### config.mk
export PLATFORM = sky130hd
export DESIGN_NAME = chunked_adder
export DESIGN_NICKNAME = d
export VERILOG_FILES = /design/src/rtl/chunked_adder.sv
export SDC_FILE = /design/constraint.sdc
export NUM_CORES = 1
export LEC_CHECK = 0
export ABC_AREA = 1
export BUFFER_PORTS_ARGS = -buffer_cell sky130_fd_sc_hd__buf_2
export CAP_MARGIN = 5
export CORE_AREA = 5 5 90 92
export CTS_CLUSTER_DIAMETER = 200
export DETAILED_ROUTE_END_ITERATION = 8
export DIE_AREA = 0 0 95 97
export GPL_ROUTABILITY_DRIVEN = 0
export PLACE_DENSITY_LB_ADDON = 0.05
export SLEW_MARGIN = 20
export SYNTH_ARGS = -nofsm -noshare
export SYNTH_HDL_FRONTEND = slang
export SYNTH_SLANG_ARGS = --single-unit
### constraint.sdc
create_clock -name clk -period 2.35 [get_ports clk]
set_clock_uncertainty 0.05 [all_clocks]
set_input_delay 0.3525 -clock clk [delete_from_list [all_inputs] [get_ports clk]]
set_output_delay 0.3525 -clock clk [all_outputs]
set_load 0.1 [all_outputs]
### src/rtl/chunked_adder.sv
// Multi-cycle adder/subtractor: CHUNK bits of the result are computed per cycle,
// LSB slice first. Requests and results each use a valid/ready handshake.
module chunked_adder #(
    parameter int WIDTH = 16,
    parameter int CHUNK = 4
) (
    input  logic             clk,
    input  logic             rst,
    input  logic             start,
    output logic             in_ready,
    input  logic [WIDTH-1:0] a,
    input  logic [WIDTH-1:0] b,
    input  logic             cin,
    input  logic             sub,
    output logic             out_valid,
    input  logic             out_ready,
    output logic [WIDTH-1:0] sum,
    output logic             cout,
    output logic             ovf
);

    localparam int NCHUNK = WIDTH / CHUNK;
    localparam int IDXW   = (NCHUNK > 1) ? $clog2(NCHUNK) : 1;

    typedef enum logic [1:0] {
        IDLE = 2'd0,
        RUN  = 2'd1,
        DONE = 2'd2
    } state_t;

    state_t            state_q, state_d;
    logic [WIDTH-1:0]  a_q, a_d;
    logic [WIDTH-1:0]  b_q, b_d;
    logic [WIDTH-1:0]  sum_q, sum_d;
    logic              carry_q, carry_d;
    logic              cout_q, cout_d;
    logic              ovf_q, ovf_d;
    logic [IDXW-1:0]   idx_q, idx_d;

    logic [CHUNK-1:0]  a_slice [NCHUNK];
    logic [CHUNK-1:0]  b_slice [NCHUNK];
    logic [CHUNK:0]    chunk_sum;
    logic              last_chunk;

    genvar gi;
    generate
        for (gi = 0; gi < NCHUNK; gi++) begin : g_slice
            assign a_slice[gi] = a_q[gi*CHUNK +: CHUNK];
            assign b_slice[gi] = b_q[gi*CHUNK +: CHUNK];
        end
    endgenerate

    // b_q already holds B' (inverted for subtract), so one adder serves both ops.
    assign chunk_sum  = {1'b0, a_slice[idx_q]} + {1'b0, b_slice[idx_q]}
                      + {{CHUNK{1'b0}}, carry_q};
    assign last_chunk = (idx_q == IDXW'(NCHUNK - 1));

    always_comb begin
        state_d = state_q;
        a_d     = a_q;
        b_d     = b_q;
        sum_d   = sum_q;
        carry_d = carry_q;
        cout_d  = cout_q;
        ovf_d   = ovf_q;
        idx_d   = idx_q;
        case (state_q)
            IDLE: begin
                if (start) begin
                    a_d     = a;
                    b_d     = b ^ {WIDTH{sub}};
                    carry_d = cin ^ sub;
                    idx_d   = '0;
                    state_d = RUN;
                end
            end
            RUN: begin
                for (int i = 0; i < NCHUNK; i++) begin
                    if (idx_q == IDXW'(i)) begin
                        sum_d[i*CHUNK +: CHUNK] = chunk_sum[CHUNK-1:0];
                    end
                end
                carry_d = chunk_sum[CHUNK];
                idx_d   = idx_q + 1'b1;
                if (last_chunk) begin
                    cout_d  = chunk_sum[CHUNK];
                    ovf_d   = (a_q[WIDTH-1] == b_q[WIDTH-1]) &&
                              (chunk_sum[CHUNK-1] != a_q[WIDTH-1]);
                    state_d = DONE;
                end
            end
            DONE: begin
                if (out_ready) begin
                    state_d = IDLE;
                end
            end
            default: state_d = IDLE;
        endcase
    end

    always_ff @(posedge clk or posedge rst) begin
        if (rst) begin
            state_q <= IDLE;
            a_q     <= '0;
            b_q     <= '0;
            sum_q   <= '0;
            carry_q <= 1'b0;
            cout_q  <= 1'b0;
            ovf_q   <= 1'b0;
            idx_q   <= '0;
        end else begin
            state_q <= state_d;
            a_q     <= a_d;
            b_q     <= b_d;
            sum_q   <= sum_d;
            carry_q <= carry_d;
            cout_q  <= cout_d;
            ovf_q   <= ovf_d;
            idx_q   <= idx_d;
        end
    end

    assign in_ready  = (state_q == IDLE);
    assign out_valid = (state_q == DONE);
    assign sum       = sum_q;
    assign cout      = cout_q;
    assign ovf       = ovf_q;

endmodule

# --- Word level (Yosys, flattened, before mapping) ---
# Index checks and enable logic that the tools add are counted.
# Widths: inputs -> output; s select.
word_totals:
  latch_bits: 0
  word_cells: 53
  memories: 0
  ramBits: 0
  mem_bits_ro: 0
  ff_bits: 55
  input_bits: 38
classes:
  n_eq_ne: 10
  n_shift: 0
  bitwise_logic: 3
  muxes: 14
  addsub: 3
  multipliers: 0
  div_mod_pow: 0
  magnitude_cmp: 1
  n_reduce_logical: 11
op_table:
  columns: ["operator", "n"]
  rows:
  - ["$bmux 4 s2", 2]
  - ["$mux 4", 4]
  - ["$xor 16x16->16", 1]
  - ["$reduce_and 2->1", 6]
  - ["$mux 2", 4]
  - ["$eq 2x2->1 const B", 3]
  - ["$pmux 2 s3", 1]
  - ["$add 4x4->5", 1]
  - ["$add 5x1->5", 1]
  - ["$eq 2x1->1 const B", 2]
  - ["$logic_not 2->1", 2]
  - ["$ne 2x2->1 const B", 2]
  - ["$pmux 2 s2", 1]
  - ["$ge 3x3->1 const B", 1]
  - ["$not 2->3", 1]
  - ["$reduce_and 3->1", 1]
  - ["$add 2x1->2 const B", 1]
  - ["$ne 2x1->1 const B", 1]
  - ["$pmux 1 s2", 1]
  - ["$reduce_bool 2->1", 1]
  - ["$eq 1x1->1", 1]
  - ["$logic_and 1x1->1", 1]
  - ["$mux 1", 1]
  - ["$ne 1x1->1", 1]
  - ["$xor 1x1->1", 1]

# --- Logic depth before layout (Yosys ltp) ---
# Gate-level depths: netlist (run 1).
logic_depth:
  depth_word: 8
  depth_mapped: 13
  depth_no_buf: 11

# --- Worst setup path before layout (run 1) ---
# No wires, ideal clock.
synth_timing:
  kind: "register to register"
  startpoint: "register idx_q[0]"
  endpoint: "register sum_q[10], in the netlist sum[10]"
  setup_slack_ns: 0.143
  path_buffers: 2
  path_stages_with_launch: 12
  required_time_ns: 2.232
  arrival_time_ns: 2.089
  path_cell_list: "dfrtp_1 -> buf_2 -> inv_2 -> buf_4 -> nor2_1 -> o22ai_1 -> fa_1 -> inv_1 -> fa_1 -> xnor2_1 -> nand2_1 -> nand2_1"
synth_between:
  elab_chain_cells: 6
  elab_cells_between_ends: 11
  cone_classes: "add/sub (2); eq/ne (1); mux (6); bitwise (1); reduce/logical (1)"
synth_rtl:
  columns: ["element", "line_no", "text"]
  rows:
  - ["start: declaration", "38", "logic [IDXW-1:0] idx_q, idx_d;"]
  - ["start signal: assignment", "119", "idx_q <= idx_d;"]
  - ["$not 2->3 (implied by the code)", "54", "assign chunk_sum = {1'b0, a_slice[idx_q]} + {1'b0, b_slice[idx_q]}"]
  - ["$bmux 4 s2", "54", null]
  - ["$mux 4 (implied by the code) (2 in a row)", "54", null]
  - ["$add 4x4->5", "54", null]
  - ["$add 5x1->5", "55", "+ {{CHUNK{1'b0}}, carry_q};"]
  - ["end signal: assignment", "115", "sum_q <= sum_d;"]
  - ["end: declaration", "34", "logic [WIDTH-1:0] sum_q, sum_d;"]
# Parallel ways exist; a longest one is shown, timed or not. The select of a mux whose other input is x is not followed.
# A chain may end at the register's enable or synchronous reset.

# --- Final worst setup path (run 1) ---
layout_timing:
  startpoint: "register idx_q[0]"
  endpoint: "register sum_q[1], in the netlist sum[1]"
# The elaborated chain is that of the path after synthesis.

==> impl_metrics.csv, run 1 <==
group,metric,value,unit
worst_setup_path,reg2reg_depth,7,
drt,drc_errors,0,
floorplan,coreArea,7140,µm²
worst_setup_path,endpoint,"sum[1]",
worst_setup_path,reg2reg_to,"sum[1]",
sta,rsz0062_at_grt,"no",
yosys,synth_area,2790,µm²
job,drv_cap,0,
sta,final.setup.tns,0,ns
drt,first_iter_violations,73,
drt,wire_per_inst,12.7,µm
grt,track_usage,0.137,
floorplan,die_y,97,µm
clock_network,cts_buffers,5,
grt,antenna_found_initial,0,
yosys,synthDistinctLibCells,26,
clock_network,clock_latency,0.31,ns
sta,relSlewSlack,0.594,
placed_design,place_hpwl,4.52,mm
worst_setup_path,worstPathArrival,2.34,ns
sta,finalSetupViolCount,0,
yosys,ys_warn_count,0,
worst_setup_path,path_class,"reg -> reg",
grt,gr-total-overflow,0,
layout,finalNetCount,418,
floorplan,dieArea,9220,µm²
sta,hold_viol,0,
yosys,syn_area_per_cell,8.87,µm²
clock_network,cts.sinks,55,
drt,dr.pass1.iters,4,
yosys,syn_inst,314,
worst_setup_path,r2r_slack,0.19,ns
grt,grt_pass1_vias,2080,
floorplan,fp.dieW,95,µm
drt,ant_nets,0,
worst_setup_path,critPathMaxStageDelay,0.48,ns
drt,via_per_inst,4.52,
worst_setup_path,startpoint,"idx_q[0]",
worst_setup_path,crit_top_cell,"fa_2",
floorplan,fp-row-count,31,
sta,finalMaxSlewViolations,0,
sta,fmax,0.463,GHz
clock_network,cts_tree,"yes",
grt,grt_pass1_wl,10.1,mm
layout,area_growth,18.6,%
yosys,ys_seq_area_frac,0.494,
floorplan,initial_core_util,0.390,
worst_setup_path,cp_max_fo,10,
drt,vias,2130,
worst_setup_path,required,2.53,ns
grt,grt_max_degree,54,
worst_setup_path,start_kind,"register",
sta,fin_crit_sh,0.920,
layout,drive_gt1_frac,0.253,
worst_setup_path,rr_startpoint,"idx_q[0]",
min_path,min_path_type,"in -> async",
placed_design,portBuffers,57,
layout,diodes,0,
yosys,synth_fp_nets,361,
clock_network,clockBufferDepth,2,
sta,setup_slack,0.189,ns
drt,routed_wl,5.97,mm
clock_network,cts_root_buffer,"clkbuf_8",
clock_network,clkTransAtPathRegs,0.10,ns
worst_setup_path,crit_chain,"buf_4 > o21ai_1 > o22ai_2 > fa_2 > inv_1 > fa_2 > o21ai_0",
sta,worst_hold_slack,0.0570,ns
sta,tightest_slew,0.609,ns
worst_setup_path,end_kind,"register",
sta,post-route-min-period,2.16,ns
yosys,ys_ff_latch,55,
status,status,"complete, no violations",
clock_network,htreeDepth,2,
clock_network,cts_setup_buffers,0,
placed_design,pre_cts_slack,0.108,ns
layout,mostFrequentLayoutCell,"nand2_1",
floorplan,pin_count,58,
layout,layout_common_cells,"nand2_1, buf_2, dfrtp_1",
worst_setup_path,crit_slowest_cell,"fa_2",
-- worst max-delay path, delay by kind of cell (launching register included) --
kind	cells	cell delay, ns
buffers and inverters	2	0.28
adder cells (fa/ha/maj)	2	0.87
AO/OA/AOI/OAI	3	0.46
flip-flops	1	0.44
-- metal layers --
layer,vias to the layer above,share of wire,GRT usage
li1,1119,-,-
met1,964,0.50,0.194
met2,40,0.45,0.211
met3,7,0.041,0.0272
met4,0,0.011,0.0400
met5,-,0,0
-- cell families after synthesis --
family | count (synthesis) | share of synthesized area
simple gates | 148 | 0.230
flops | 55 | 0.494
compound gates | 54 | 0.106
buf+inv | 30 | 0.0669
xor+xnor | 18 | 0.0566
fa+ha+maj | 9 | 0.0458
-- sequential cells by signal (all words and copies together), names as in the netlist --
| name | count |
|---|---|
| state_q | 2 |
| carry_q | 1 |
| idx_q | 2 |
| sum | 16 |
| b_q | 16 |
| ovf | 1 |
| cout | 1 |
| a_q | 16 |
-- cell type report --
| cell class | instances | area (µm²) |
|---|---|---|
| multi-input combinational | 229 | 1250 |
| timing repair buffer | 62 | 335 |
| sequential | 55 | 1380 |
| clock buffer | 6 | 72.6 |
| clock inverter | 2 | 60.1 |
| inverter | 18 | 85.1 |
| tap | 99 | 124 |
| fill | 784 | 3830 |
-- synthesized netlist by cell type (all sizes together) --
| library cell | count | area share |
|---|---|---|
| a21oi | 4 | 0.0072 |
| a32oi | 2 | 0.0063 |
| buf | 12 | 0.037 |
| clkinv | 1 | 0.0031 |
| dfrtp | 55 | 0.49 |
| fa | 2 | 0.014 |
| ha | 7 | 0.031 |
| inv | 17 | 0.027 |
| nand2 | 120 | 0.18 |
| nand3 | 12 | 0.025 |
| nor2 | 16 | 0.024 |
| o211ai | 1 | 0.0045 |
| o21ai | 40 | 0.072 |
| o22ai | 6 | 0.013 |
| o31ai | 1 | 0.0027 |
| xnor2 | 18 | 0.057 |
-- metrics by stage --
stage	cell area [µm²]	instances	utilization
after floorplan	2790	314	-
after global placement	3140	463	0.440
after detailed placement	3140	463	0.440
after CTS	3270	471	0.459
after global routing	3300	471	0.463
final	3300	471	0.463
-- worst min path at each step --
stage / startpoint / to / cells after the start
finish: rst / state_q[0] / 2
global route: rst / sum[0] / 2
CTS: rst / state_q[0] / 2
detailed placement: rst / state_q[0] / 2
global placement: sum[7] / sum[7] / 2
floorplan: a_q[10] / a_q[10] / 2
-- what timing repair did --
action                                  4_1_cts  5_1_grt
endpoints found under the setup margin        0       11
resized for setup                             0       12
hold buffers                                  0        0
Power of run 1 is left out: the tool's default activity adds up to more than one toggle a clock period on the data nets, which glitch-free logic cannot reach.
==> run 2, diff against run 1 <==
GPL_TIMING_DRIVEN = 0   (was default)
==> impl_metrics.csv, run 2 (synthesis gave the netlist of run 1 again) <==
group,metric,value,unit
drt,ant_nets,0,
layout,mostFrequentLayoutCell,"nand2_1",
floorplan,dieArea,9220,µm²
grt,grt_pass1_wl,10.9,mm
sta,setup_slack,0.0963,ns
clock_network,cts_root_buffer,"clkbuf_8",
clock_network,htreeDepth,2,
drt,wire_per_inst,13.2,µm
sta,fin_crit_sh,0.959,
sta,hold_viol,0,
drt,vias,2256,
grt,track_usage,0.148,
sta,post-route-min-period,2.25,ns
worst_setup_path,cp_max_fo,6,
placed_design,place_hpwl,4.67,mm
drt,dr.pass1.iters,4,
layout,finalNetCount,431,
worst_setup_path,crit_chain,"buf_6 > buf_4 > o21ai_0 > o22ai_2 > fa_2 > inv_1 > fa_2 > o21ai_1",
worst_setup_path,crit_family,"adder cells",
placed_design,portBuffers,56,
floorplan,coreArea,7140,µm²
layout,area_growth,23.2,%
worst_setup_path,required,2.54,ns
clock_network,clock_latency,0.31,ns
floorplan,fp.dieW,95,µm
job,drv_cap,0,
worst_setup_path,crit_slowest_cell,"fa_2",
clock_network,cts.sinks,55,
floorplan,pin_count,58,
placed_design,pre_cts_slack,-0.393,ns
drt,via_per_inst,4.66,
worst_setup_path,reg2reg_depth,8,
worst_setup_path,crit_top_cell,"fa_2",
worst_setup_path,cp_num_cells,8,
clock_network,cts_buffers,5,
clock_network,clockBufferDepth,2,
grt,grt_pass1_vias,2233,
layout,drive_gt1_frac,0.301,
status,status,"complete, no violations",
clock_network,cts_tree,"yes",
sta,fmax,0.444,GHz
worst_setup_path,start_kind,"register",
floorplan,die_y,97,µm
clock_network,clkTransAtPathRegs,0.10,ns
grt,antenna_found_initial,0,
drt,routed_wl,6.38,mm
grt,grt_max_degree,56,
grt,gr-total-overflow,0,
worst_setup_path,rr_startpoint,"idx_q[0]",
drt,drc_errors,0,
worst_setup_path,r2r_slack,0.1,ns
drt,first_iter_violations,122,
worst_setup_path,critPathBufInv,3,
worst_setup_path,worstPathArrival,2.45,ns
floorplan,fp-row-count,31,
worst_setup_path,reg2reg_to,"sum[1]",
sta,worst_hold_slack,0.0918,ns
min_path,min_path_type,"in -> async",
worst_setup_path,critPathMaxStageDelay,0.50,ns
layout,layout_common_cells,"nand2_1, buf_2, dfrtp_1",
layout,diodes,0,
worst_setup_path,path_class,"reg -> reg",
sta,finalMaxSlewViolations,0,
floorplan,initial_core_util,0.390,
sta,relSlewSlack,0.540,
worst_setup_path,end_kind,"register",
sta,tightest_slew,0.689,ns
sta,finalSetupViolCount,0,
-- run 2: cell types whose count changed in the layout (fill, tap and decap cells not counted), moves of 2 or more --
cell,delta
o21ai_1,-2
nor2_2,+3
bufinv_16,-2
nor2_1,-3
buf_4,+7
buf_6,+6
clkinv_2,+3
-- run 2: layout make-up --
type / count / area [µm²]
Tap cell: 99 / 124
Fill cell: 769 / 3710
Clock buffer: 5 / 68.8
Multi-Input combinational cell: 229 / 1300
Clock inverter: 3 / 15.0
Inverter: 18 / 90.1
Sequential cell: 55 / 1380
Buffer: 12 / 120
Timing Repair Buffer: 63 / 333
-- run 2: worst register-to-register path: cells and delay by family (launching register included) --
kind | cells | cell delay (ns)
adder cells (fa/ha/maj) | 2 | 0.86
AO/OA/AOI/OAI | 3 | 0.48
buffers and inverters | 3 | 0.38
flip-flops | 1 | 0.42
-- run 2: worst max-delay path by stage --
| stage | startpoint | slack, ns | to |
|---|---|---|---|
| finish | idx_q[0] | 0.1 | sum[1] |
| global route | idx_q[0] | -0.002 | ovf |
| CTS | idx_q[0] | -0.02 | ovf |
| detailed placement | idx_q[0] | -0.39 | sum[2] |
| global placement | idx_q[0] | -0.41 | sum[2] |
| floorplan | idx_q[0] | 0.14 | sum[10] |
-- run 2: through the flow --
| stage | setup TNS (ns) | util | instance area, µm² | cells |
|---|---|---|---|---|
| after floorplan | 0 | - | 2790 | 314 |
| after detailed placement | -3.04 | 0.447 | 3190 | 469 |
| after global routing | -0.00192 | 0.481 | 3430 | 484 |
| after CTS | -0.0334 | 0.467 | 3330 | 477 |
| final | 0 | 0.481 | 3430 | 484 |
| after global placement | -14.50 | 0.447 | 3190 | 469 |
-- run 2: timing repair --
| item | 4_1_cts | 5_1_grt |
|---|---|---|
| cloned | 0 | 0 |
| resized for setup | 12 | 17 |
| hold buffers | 0 | 0 |
| pin swaps | 1 | 7 |
| endpoints found under the setup margin | 13 | 15 |
| setup buffers | 0 | 7 |
-- run 2: routing by layer --
layer | share of wire | vias up | global-route usage
met5 | 0 | - | 0
met4 | 0.011 | 0 | 0.0366
met3 | 0.055 | 7 | 0.0287
met2 | 0.48 | 50 | 0.240
met1 | 0.45 | 1053 | 0.202
li1 | - | 1146 | -
Power of run 2 is left out for the same reason.
==> run 3, diff against run 2 <==
PLACE_DENSITY = 0.68   (was default)
PLACE_DENSITY_LB_ADDON = default   (was 0.05)
clock period = 1.8 ns   (was 2.35 ns; I/O delays follow)
==> impl_metrics.csv, run 3 (synthesis gave the netlist of run 1 again) <==
group,metric,value,unit
grt,track_usage,0.147,
layout,multiInputGateArea,1430,µm²
grt,gr-total-overflow,0,
grt,gr-usage-met2,0.246,
grt,grt_max_degree,56,
drt,routed_wl,6.36,mm
grt,use_met3,0.0287,
drt,ant_nets,0,
layout,drive_gt1_frac,0.365,
worst_setup_path,crit_chain,"buf_6 > inv_8 > buf_8 > nor2_4 > o22ai_4 > fa_2 > inv_2 > fa_2 > o21ai_1",
sta,post-route-min-period,2.14,ns
layout,fin_util,0.505,
sta,hold_viol,5,
layout,mostFrequentLayoutCell,"nand2_1",
worst_setup_path,cp_max_fo,7,
layout,diodes,0,
clock_network,clkTransAtPathRegs,0.09,ns
worst_setup_path,critPathMaxStageDelay,0.48,ns
layout,area_growth,29.4,%
clock_network,clockBufferDepth,2,
grt,antenna_found_initial,0,
grt,gr-usage-met1,0.191,
clock_network,htreeDepth,2,
min_path,min_path_type,"in -> async",
floorplan,dieArea,9220,µm²
layout,finalNetCount,435,
floorplan,die_y,97,µm
clock_network,cts_tree,"yes",
worst_setup_path,start_kind,"register",
sta,relSlewSlack,0.554,
floorplan,fp.dieW,95,µm
worst_setup_path,crit_top_cell,"fa_2",
worst_setup_path,crit_slowest_cell,"fa_2",
sta,worst_hold_slack,-0.00558,ns
sta,setup_slack,-0.338,ns
sta,finalSetupViolCount,15,
clock_network,cts.sinks,55,
floorplan,coreArea,7140,µm²
drt,via_per_inst,4.69,
floorplan,pin_count,58,
sta,rsz0062_at_grt,"yes",
sta,fin_crit_sh,1.19,
worst_setup_path,required,1.99,ns
clock_network,clock_latency,0.31,ns
worst_setup_path,critPathBufInv,4,
sta,finalMaxSlewViolations,0,
placed_design,place_hpwl,4.54,mm
sta,fmax,0.468,GHz
grt,grt_pass1_wl,10.8,mm
grt,top_usage_layer,"met2",
worst_setup_path,reg2reg_depth,9,
job,drv_cap,0,
clock_network,cts_root_buffer,"clkbuf_8",
sta,tightest_slew,0.669,ns
layout,layout_common_cells,"nand2_1, buf_2, dfrtp_1",
status,violations,"hold timing, setup timing",
worst_setup_path,cp_num_cells,9,
worst_setup_path,end_kind,"register",
layout,fillers,714,
layout,final-seq-area,1380,µm²
worst_setup_path,path_class,"reg -> reg",
drt,wire_per_inst,13.0,µm
drt,dr.pass1.iters,4,
drt,drc_errors,0,
floorplan,fp-row-count,31,
worst_setup_path,worstPathArrival,2.33,ns
worst_setup_path,crit_family,"adder cells",
drt,vias,2287,
clock_network,cts_buffers,5,
drt,first_iter_violations,110,
status,status,"complete, but fails checks",
grt,grt_pass1_vias,2400,
floorplan,initial_core_util,0.390,
placed_design,portBuffers,56,
run 3: cell count changes in the layout (fill, tap and decap cells not counted), sizes merged:
cell      previous run  this run
buf                 74        79
clkinvlp             0         1
clkinv               4         2
run 3: timing repair:
| item | 4_1_cts | 5_1_grt |
|---|---|---|
| hold buffers | 0 | 0 |
| gates resized for setup | 26 | 21 |
| pin swaps | 10 | 16 |
| setup endpoints to repair | 19 | 19 |
| buffers inserted | 8 | 3 |
run 3: final cells by class:
type,count,share of cell area
plain buffers,12,0.0354
inverters,18,0.0271
well taps,99,0.0344
repair buffers,67,0.101
multi-input cells,229,0.397
clock buffers,6,0.0201
flip-flops and latches,55,0.382
clock inverters,2,0.00347
run 3: layer usage:
layer,part of all wire,routed length [µm]
met4,0.019,123
met5,0,0
met2,0.49,3100
met3,0.040,257
met1,0.45,2880
run 3: worst reg2reg max path: cells and delay by family, from the launching register on:
kind / cells / cell delay [ns]
AND/OR/NAND/NOR: 1 / 0.11
buffers and inverters: 4 / 0.40
flip-flops: 1 / 0.39
adder cells (fa/ha/maj): 2 / 0.90
AO/OA/AOI/OAI: 2 / 0.23
run 3: path summary, 6_finish.rpt:
| check | start | end | slack (ns) |
|---|---|---|---|
| setup / recovery | idx_q[0] | sum[13] | -0.34 |
| setup reg to reg | idx_q[0] | sum[13] | -0.34 |
| hold / removal | rst | sum[14] | -0.006 |
| max in group asynchronous | rst | idx_q[1] | 1.23 |
| hold reg to reg | cout | cout | 0.43 |
| min in group clk | out_ready | state_q[1] | 0.09 |
run 3: per-stage QoR:
step	instances	instance area (µm²)	TNS, ns	worst slack (ns)
finish	488	3600	-4.19	-0.338
CTS	485	3500	-3.92	-0.351
global placement	469	3250	-35.59	-0.536
detailed placement	469	3250	-6.43	-0.470
floorplan	314	2850	-2.04	-0.203
global route	488	3600	-5.57	-0.407
Power of run 3 is left out for the same reason.
